===== config.mk =====
export PLATFORM = sky130hd
export DESIGN_NAME = sccb_responder
export DESIGN_NICKNAME = d
export VERILOG_FILES = /design/src/rtl/sccb_pkg.sv /design/src/rtl/sccb_line_sync.sv /design/src/rtl/sccb_responder.sv
export SDC_FILE = /design/constraint.sdc
export NUM_CORES = 2
export LEC_CHECK = 0
export CORE_MARGIN = 4
export CORE_UTILIZATION = 64
export DETAILED_ROUTE_END_ITERATION = 8
export GPL_ROUTABILITY_DRIVEN = 0
export PLACE_DENSITY = 0.89
export SKIP_CTS_REPAIR_TIMING = 1
export SLEW_MARGIN = 10
export SYNTH_ARGS = -nofsm -noshare
export SYNTH_HDL_FRONTEND = slang
export SYNTH_SLANG_ARGS = --single-unit

===== constraint.sdc =====
create_clock -name clk -period 72.8 [get_ports clk]
set_input_delay 7.28 -clock clk [delete_from_list [all_inputs] [get_ports clk]]
set_output_delay 7.28 -clock clk [all_outputs]
set_load 0.005 [all_outputs]

===== src/rtl/sccb_pkg.sv =====
// Shared types and constants for the SCCB responder slice.
package sccb_pkg;

   typedef enum logic [3:0] {
      IDLE,
      ID_BYTE,
      ID_ACK,
      SUB_BYTE,
      SUB_ACK,
      DATA_BYTE,
      DATA_ACK,
      RD_BYTE,
      RD_ACK,
      IGNORE
   } state_t;

   localparam logic        SCCB_RW_WRITE = 1'b0;
   localparam logic        SCCB_RW_READ  = 1'b1;
   localparam int unsigned BITS_PER_BYTE = 8;

endpackage


===== src/rtl/sccb_line_sync.sv =====
// scl/sda synchronizers with edge and START/STOP detection on the synchronized lines.
module sccb_line_sync #(
   parameter int unsigned SYNC_STAGES = 2
) (
   input  logic clk,
   input  logic reset,
   input  logic scl,
   input  logic sda_in,
   output logic scl_rise,
   output logic scl_fall,
   output logic start_det,
   output logic stop_det,
   output logic sda_s
);

   logic [SYNC_STAGES-1:0] scl_sr;
   logic [SYNC_STAGES-1:0] sda_sr;
   logic                   scl_s;
   logic                   scl_d;
   logic                   sda_d;

   // Reset to the idle-bus level so leaving reset does not look like an edge.
   always_ff @(posedge clk or posedge reset) begin
      if (reset) begin
         scl_sr <= '1;
         sda_sr <= '1;
         scl_d  <= 1'b1;
         sda_d  <= 1'b1;
      end else begin
         scl_sr <= {scl_sr[SYNC_STAGES-2:0], scl};
         sda_sr <= {sda_sr[SYNC_STAGES-2:0], sda_in};
         scl_d  <= scl_s;
         sda_d  <= sda_s;
      end
   end

   assign scl_s     = scl_sr[SYNC_STAGES-1];
   assign sda_s     = sda_sr[SYNC_STAGES-1];
   assign scl_rise  = scl_s & ~scl_d;
   assign scl_fall  = ~scl_s & scl_d;
   assign start_det = scl_s & scl_d & sda_d & ~sda_s;
   assign stop_det  = scl_s & scl_d & ~sda_d & sda_s;

endmodule


===== src/rtl/sccb_responder.sv =====
// SCCB target emulating the OV7670 register interface: 256x8 register file,
// 3-phase writes, 2-phase write + 2-phase read.
module sccb_responder
   import sccb_pkg::*;
#(
   parameter logic [6:0]  DEVICE_ID   = 7'h21,
   parameter int unsigned SYNC_STAGES = 2
) (
   input  logic       clk,
   input  logic       reset,
   input  logic       scl,
   input  logic       sda_in,
   output logic       sda_oe,
   output logic       wr_strobe,
   output logic [7:0] wr_addr,
   output logic [7:0] wr_data,
   output logic       busy,
   input  logic [7:0] dbg_addr,
   output logic [7:0] dbg_data
);

   localparam logic [3:0] LAST_BIT = 4'(BITS_PER_BYTE);

   state_t     state, state_n;
   logic [3:0] cnt;
   logic [7:0] rx, tx, ptr;
   logic [7:0] mem [256];
   logic       scl_rise, scl_fall, start_det, stop_det, sda_s;
   logic       oe_n, cnt_clr, bit_in, ptr_load, ptr_inc, tx_load, tx_shift, do_write, byte_done;

   sccb_line_sync #(.SYNC_STAGES(SYNC_STAGES)) u_sync (
      .clk       (clk),
      .reset     (reset),
      .scl       (scl),
      .sda_in    (sda_in),
      .scl_rise  (scl_rise),
      .scl_fall  (scl_fall),
      .start_det (start_det),
      .stop_det  (stop_det),
      .sda_s     (sda_s)
   );

   always_ff @(posedge clk or posedge reset) begin
      if (reset) begin
         state     <= IDLE;
         sda_oe    <= 1'b0;
         wr_strobe <= 1'b0;
         wr_addr   <= '0;
         wr_data   <= '0;
         cnt       <= '0;
         rx        <= '0;
         tx        <= '0;
         ptr       <= '0;
         for (int unsigned i = 0; i < 256; i++) mem[i] <= '0;
      end else begin
         state     <= state_n;
         sda_oe    <= oe_n;
         wr_strobe <= do_write;
         if (cnt_clr)     cnt <= '0;
         else if (bit_in) cnt <= cnt + 4'd1;
         if (bit_in)      rx  <= {rx[6:0], sda_s};
         if (ptr_load)    ptr <= rx;
         else if (ptr_inc) ptr <= ptr + 8'd1;
         if (tx_load)       tx <= mem[ptr];
         else if (tx_shift) tx <= {tx[6:0], 1'b0};
         if (do_write) begin
            mem[ptr] <= rx;
            wr_addr  <= ptr;
            wr_data  <= rx;
         end
      end
   end

   always_comb begin
      state_n   = state;
      oe_n      = sda_oe;
      cnt_clr   = 1'b0;
      bit_in    = 1'b0;
      ptr_load  = 1'b0;
      ptr_inc   = 1'b0;
      tx_load   = 1'b0;
      tx_shift  = 1'b0;
      do_write  = 1'b0;
      byte_done = scl_fall && (cnt == LAST_BIT);
      if (start_det) begin
         state_n = ID_BYTE;
         oe_n    = 1'b0;
         cnt_clr = 1'b1;
      end else if (stop_det) begin
         state_n = IDLE;
         oe_n    = 1'b0;
      end else begin
         case (state)
            ID_BYTE, SUB_BYTE, DATA_BYTE, RD_BYTE: bit_in = scl_rise && (cnt < LAST_BIT);
            default: ;
         endcase
         case (state)
            ID_BYTE:
               if (byte_done) begin
                  if (rx[7:1] == DEVICE_ID) begin
                     oe_n    = 1'b1;
                     state_n = ID_ACK;
                  end else begin
                     state_n = IGNORE;
                  end
               end
            // rx is frozen during ACK slots, so rx[0] still holds the R/W bit here.
            ID_ACK:
               if (scl_fall) begin
                  oe_n    = 1'b0;
                  cnt_clr = 1'b1;
                  if (rx[0] == SCCB_RW_READ) begin
                     state_n = RD_BYTE;
                     tx_load = 1'b1;
                     oe_n    = ~mem[ptr][7];
                  end else begin
                     state_n = SUB_BYTE;
                  end
               end
            SUB_BYTE:
               if (byte_done) begin
                  ptr_load = 1'b1;
                  oe_n     = 1'b1;
                  state_n  = SUB_ACK;
               end
            DATA_BYTE:
               if (byte_done) begin
                  do_write = 1'b1;
                  ptr_inc  = 1'b1;
                  oe_n     = 1'b1;
                  state_n  = DATA_ACK;
               end
            SUB_ACK, DATA_ACK:
               if (scl_fall) begin
                  oe_n    = 1'b0;
                  cnt_clr = 1'b1;
                  state_n = DATA_BYTE;
               end
            // A fall with cnt==0 only occurs after a master ACK: fetch the next byte.
            RD_BYTE:
               if (scl_fall) begin
                  if (cnt == 4'd0) begin
                     tx_load = 1'b1;
                     oe_n    = ~mem[ptr][7];
                  end else if (cnt == LAST_BIT) begin
                     oe_n    = 1'b0;
                     ptr_inc = 1'b1;
                     state_n = RD_ACK;
                  end else begin
                     tx_shift = 1'b1;
                     oe_n     = ~tx[6];
                  end
               end
            RD_ACK:
               if (scl_rise) begin
                  cnt_clr = 1'b1;
                  state_n = sda_s ? IGNORE : RD_BYTE;
               end
            default: ;
         endcase
      end
   end

   assign busy     = (state != IDLE);
   assign dbg_data = mem[dbg_addr];

endmodule


* After elaboration in Yosys (flattened, before gate mapping) *
Index checks and enable logic that the tools add are counted.
W data, S select, Z words.

operators by class
  bitwise gates (word level) = 15
  multiplexer cells = 76
  shift-type cells = 0
  equality and inequality tests = 21
  divide/modulo/power cells = 0
  $mul = 0
  reductions and logical operators = 16
  magnitude comparators = 4
  $add $sub $neg = 2

operator list
  operator               count
  $bwmux W2048           1
  $bmux W8 S8            2
  $demux W8 S8           1
  $mux W4                15
  $mux W8                7
  $mux W1                42
  $ne A4 B4 Y1 const B   10
  $pmux W4 S7            1
  $ge A9 B9 Y1 const B   2
  $not A8 Y9             2
  $eq A4 B3 Y1 const B   4
  $mux W7                2
  $reduce_and A10 Y1     1
  $lt A9 B1 Y1 const B   1
  $reduce_bool A9 Y1     1
  $add A8 B1 Y8 const B  1
  $eq A4 B2 Y1 const B   2
  $eq A4 B4 Y1 const B   2
  $and A1 B1 Y1          7
  $eq A7 B6 Y1 const B   1
  $reduce_and A7 Y1      1
  $reduce_bool A7 Y1     1
  $not A1 Y1             6
  $pmux W1 S2            3
  13 further kinds       18

word-level totals
  logic and storage cells = 403
  flip-flop bits (word level) = 2103
  bits in read-only memories = 0
  RAM bits = 0
  output and inout bits = 27
  bits in latches = 0
  memories = 0
  bits of input ports = 12

* Longest topological paths before layout *
  depth after elaboration = 10
  gate-level depth with buffers = 13
  gate-level depth less buffers = 9

* Cells and area by module *
A second synthesis with hierarchy kept.

unflattened totals
  cell total of the unflattened synthesis = 7227
  area total of the unflattened synthesis = 115036.6 um^2

by module, submodules not included
  module          area each (um^2)  sequential area each (um^2)  instances  cells each
  sccb_responder  114842.6          52475.3                      1          7216
  sccb_line_sync  193.9             157.7                        1          11

* Least setup slack after synthesis *
No wires, ideal clock.

  path kind = in2out
  start point = input port dbg_addr[0]
  end point = output port dbg_data[1]
  required time = 65.520 ns
  arrival time = 9.551 ns
  stages on the path = 8
  path buffers = 2
  slack = 55.969 ns
  path through = clkbuf_1 -> buf_1 -> mux4_2 -> mux4_2 -> a22oi_1 -> nand2_1 -> a22oi_1 -> nand3_1

on the way
  cells in the longest elaborated chain, start to end = 4

ends and longest elaborated chain
  what                                         line                   source
  from (decl)                                  sccb_responder.sv:18   input logic [7:0] dbg_addr,
  $not A8 Y9 (implied by the code)             sccb_responder.sv:165  assign dbg_data = mem[dbg_addr];
  $bmux W8 S8                                  sccb_responder.sv:165
  $mux W8 (implied by the code) (2 in series)  sccb_responder.sv:165
  to (decl)                                    sccb_responder.sv:19   output logic [7:0] dbg_data

Every way passes these cells. The select of a mux whose other input is x is not followed.

* Final worst setup path *
  start point = input port dbg_addr[1]
  end point = output port dbg_data[2]

Same word-level chain as after synthesis.

==> results.py <==
metrics = {
    "routing": {
        "drtIter0Drc": 10900,
        "routed_wirelength_mm": 349,
        "avgRoutedWirePerCell_um": 37.4,
        "drt_first_pass_iters": 9,
        "ant_nets": 0,
        "vias": 73800,
        "drc": 0,
        "via_per_inst": 7.89,
    },
    "hold_path": {
        "holdPathEnd": "u_sync.scl_sr[1]",
        "hold_path_class": "flop to flop",
        "min_path_cells": 0,
        "hold_start": "u_sync.scl_sr[0]",
    },
    "synthesis": {
        "yosys_warnings": 0,
        "async_flop_share_pct": 100,
        "synth_nets": 7126,
        "ys_seq_area_share_pct": 47.0,
        "synthTopCellsByArea": "dfrtp_1 47%, mux4_2 23%, mux2_2 19%, mux2_1 2.3%, clkbuf_1 1.3%",
        "netlist-cell-type-count": 68,
        "synth_simple_gate_area_share_pct": 2.80,
        "ys_ff_latch": 2103,
        "avgSynthCellArea_um2": 15.7,
        "synth_area_um2": 112000,
        "synth_compound_area_share_pct": 2.49,
        "synth_mux_area_share_pct": 45.0,
        "synth_top_family_by_area": "multiplexers",
        "synth_flop_cell": "dfrtp_1",
        "synth-xor-area-share_pct": 0.0313,
        "synth_area_leader_cell": "dfrtp_1",
        "synthCells": 7108,
        "synth_edf_count": 0,
        "synthAdderAreaFrac_pct": 0.0671,
        "yosys.area.top_type_share_pct": 46.9,
    },
    "sta": {
        "rsz0062_at_grt": "no",
        "final.min_clock_period_ns": 20.54,
        "fin_crit_sh_pct": 28.2,
        "drv_slew": 97,
        "fin_worst_skew_ns": 0.0448,
        "hold_viol": 0,
        "fmax_ghz": 0.0487,
        "worstMarginPinSlew_ns": 1.81,
        "slew_headroom_pct": -20.5,
        "finalSetupViolCount": 0,
        "tns_ns": 0,
    },
    "critical_path": {
        "r2r_end": "tx[4]",
        "cp.required_ns": 65.52,
        "rr_startpoint": "ptr[1]",
        "worstRegToRegCells": 11,
        "end_kind": "primary output",
        "path_class": "input pin to primary output",
        "worstPathArrival_ns": 13.26,
        "start_kind": "input pin",
        "r2r_setup_slack_ns": 66.28,
        "path_max_fanout": 78,
    },
    "global_routing": {
        "first_global_vias": 75100,
        "grt_util_all_layers_pct": 38.8,
        "grt_max_degree": 218,
        "grt_pass1_wl_mm": 514,
        "antenna_found_initial": 19,
        "overflow": 0,
    },
    "floorplan": {
        "boundaryPins": 39,
        "die_h_um": 426,
        "rows": 153,
        "core_area_um2": 174000,
        "start_util_pct": 64.4,
        "die_w_um": 426,
        "dieArea_um2": 182000,
    },
    "clock_network": {
        "cts_buffers": 205,
        "insertion_delay_ns": 0.88,
        "cts.htree.levels": 4,
        "max-clock-path-buffers": 3,
        "cts.clk_slew.worst_paths_ns": 0.06,
        "clock_sinks": 2103,
        "cts_tree": "built",
        "root_buffer": "clkbuf_16",
    },
    "placement": {
        "place_inst": 8952,
        "io_buffers": 38,
        "place_area_um2": 114000,
        "dp_hpwl_mm": 217,
    },
    "run": {
        "drv_cap": 0,
    },
    "layout": {
        "mostFrequentLayoutCells": "2083 x dfrtp_1, 1859 x mux2_2, 1152 x mux4_2",
        "final_nets": 6852,
        "final_area_um2": 121000,
        "n_fill_cell": 10500,
        "final_common_cell": "dfrtp_1",
        "layout-drive-gt1-share_pct": 52.4,
        "layoutNonFillerInstCount": 9347,
        "syn2layout_area_growth_pct": 7.75,
    },
    "pwr": {
        "leakagePower_uw": 0.0547,
        "power.density_nw_per_um2": 21.9,
        "ir_drop_v": 0.0000348,
    },
    "run_status": {
        "violations": "slew limit",
        "status": "finished, violations left",
    },
}
-- critical path, cell delays in order --
cell	delay [ns]
buf_8	0.49
buf_4	0.77
buf_4	0.57
buf_4	0.71
mux4_2	0.41
mux4_2	0.54
a22oi_1	0.44
nand2_1	0.17
a22oi_1	0.82
nand3_1	0.36
clkdlybuf4s50_1	0.54
-- routing by layer --
layer	routed length [um]	up-vias	global-route usage [%]
met4	31000	22	26.1
li1	-	27400	-
met3	49900	1769	15.2
met5	180	-	0.161
met1	115000	38400	49.0
met2	154000	6228	56.1
-- per-stage QoR --
step | total power (uW) | hold WS, ns | worst slack [ns] | utilization, %
floorplan | 1440 | 0.345 | 6.12 | -
global placement | 1520 | 0.348 | 52.68 | 65.4
global route | 2700 | 0.363 | 52.07 | 69.4
CTS | 2620 | 0.357 | 52.68 | 69.4
finish | 2640 | 0.356 | 52.26 | 69.4
detailed placement | 1530 | 0.349 | 52.70 | 65.4
-- area by class of cell --
| cell class | count | area [um^2] | area share [%] |
|---|---|---|---|
| sequential | 2103 | 52700 | 43.7 |
| timing repair buffer | 161 | 1460 | 1.21 |
| antenna | 16 | 40.0 | 0.0332 |
| clock buffer | 298 | 5980 | 4.96 |
| inverter | 10 | 45.0 | 0.0373 |
| tap | 2325 | 2910 | 2.41 |
| multi-input combinational | 4353 | 56500 | 46.9 |
| clock inverter | 81 | 956 | 0.793 |
-- power by group --
| group | switching (uW) | total, uW | internal, uW |
|---|---|---|---|
| clock | 475 | 1110 | 636 |
| combinational | 238 | 300 | 62.7 |
| sequential | 50.5 | 1230 | 1170 |
| total | 763 | 2640 | 1870 |
-- worst max-delay path by stage --
stage / end / startpoint
2_1_floorplan: cnt[0] / reset
3_3_place_gp: dbg_data[5] / dbg_addr[1]
3_5_place_dp: dbg_data[0] / dbg_addr[1]
4_1_cts: dbg_data[5] / dbg_addr[1]
5_1_grt: dbg_data[0] / dbg_addr[1]
6_report: dbg_data[2] / dbg_addr[1]
-- sequential cells by signal (all words and copies together) (netlist names) --
| register | cells |
|---|---|
| tx | 7 |
| rx | 8 |
| wr_strobe | 1 |
| u_sync.sda_d | 1 |
| u_sync.scl_d | 1 |
| u_sync.scl_sr | 2 |
| wr_addr | 8 |
| ptr | 8 |
| wr_data | 8 |
| sda_oe | 1 |
| cnt | 4 |
| u_sync.sda_sr | 2 |
| mem | 2048 |
| state | 4 |
-- synth_stat cells (8+ instances only) --
library cell and number:
a22oi_1 124, mux2_2 1859, nor2_1 52, buf_1 34, nand3_1 46, nor2b_1 22, o22ai_1 73, dfrtp_1 2097
nor2_4 21, mux4_2 1152, nor2_2 18, mux2_1 228, o21ai_0 41, buf_2 175, nor4_1 17, nand2_1 242
clkbuf_1 386, and3_1 17, buf_6 13, buf_4 33, nor3_1 13, a31oi_1 18, nand2_2 90, mux2i_1 93
nand2b_1 13, a22o_1 22, o22a_1 15, inv_1 9, a211oi_1 8, a21oi_1 65
-- kinds of logic after synthesis --
kind of cell             count (synthesis)
AND/OR/NAND/NOR                        600
buffers and inverters                  652
XOR/XNOR                                 4
multiplexers                          3332
flip-flops                            2103
AO/OA/AOI/OAI                          411
adder cells (fa/ha/maj)                  6
Power figures use the tool's default switching activity.
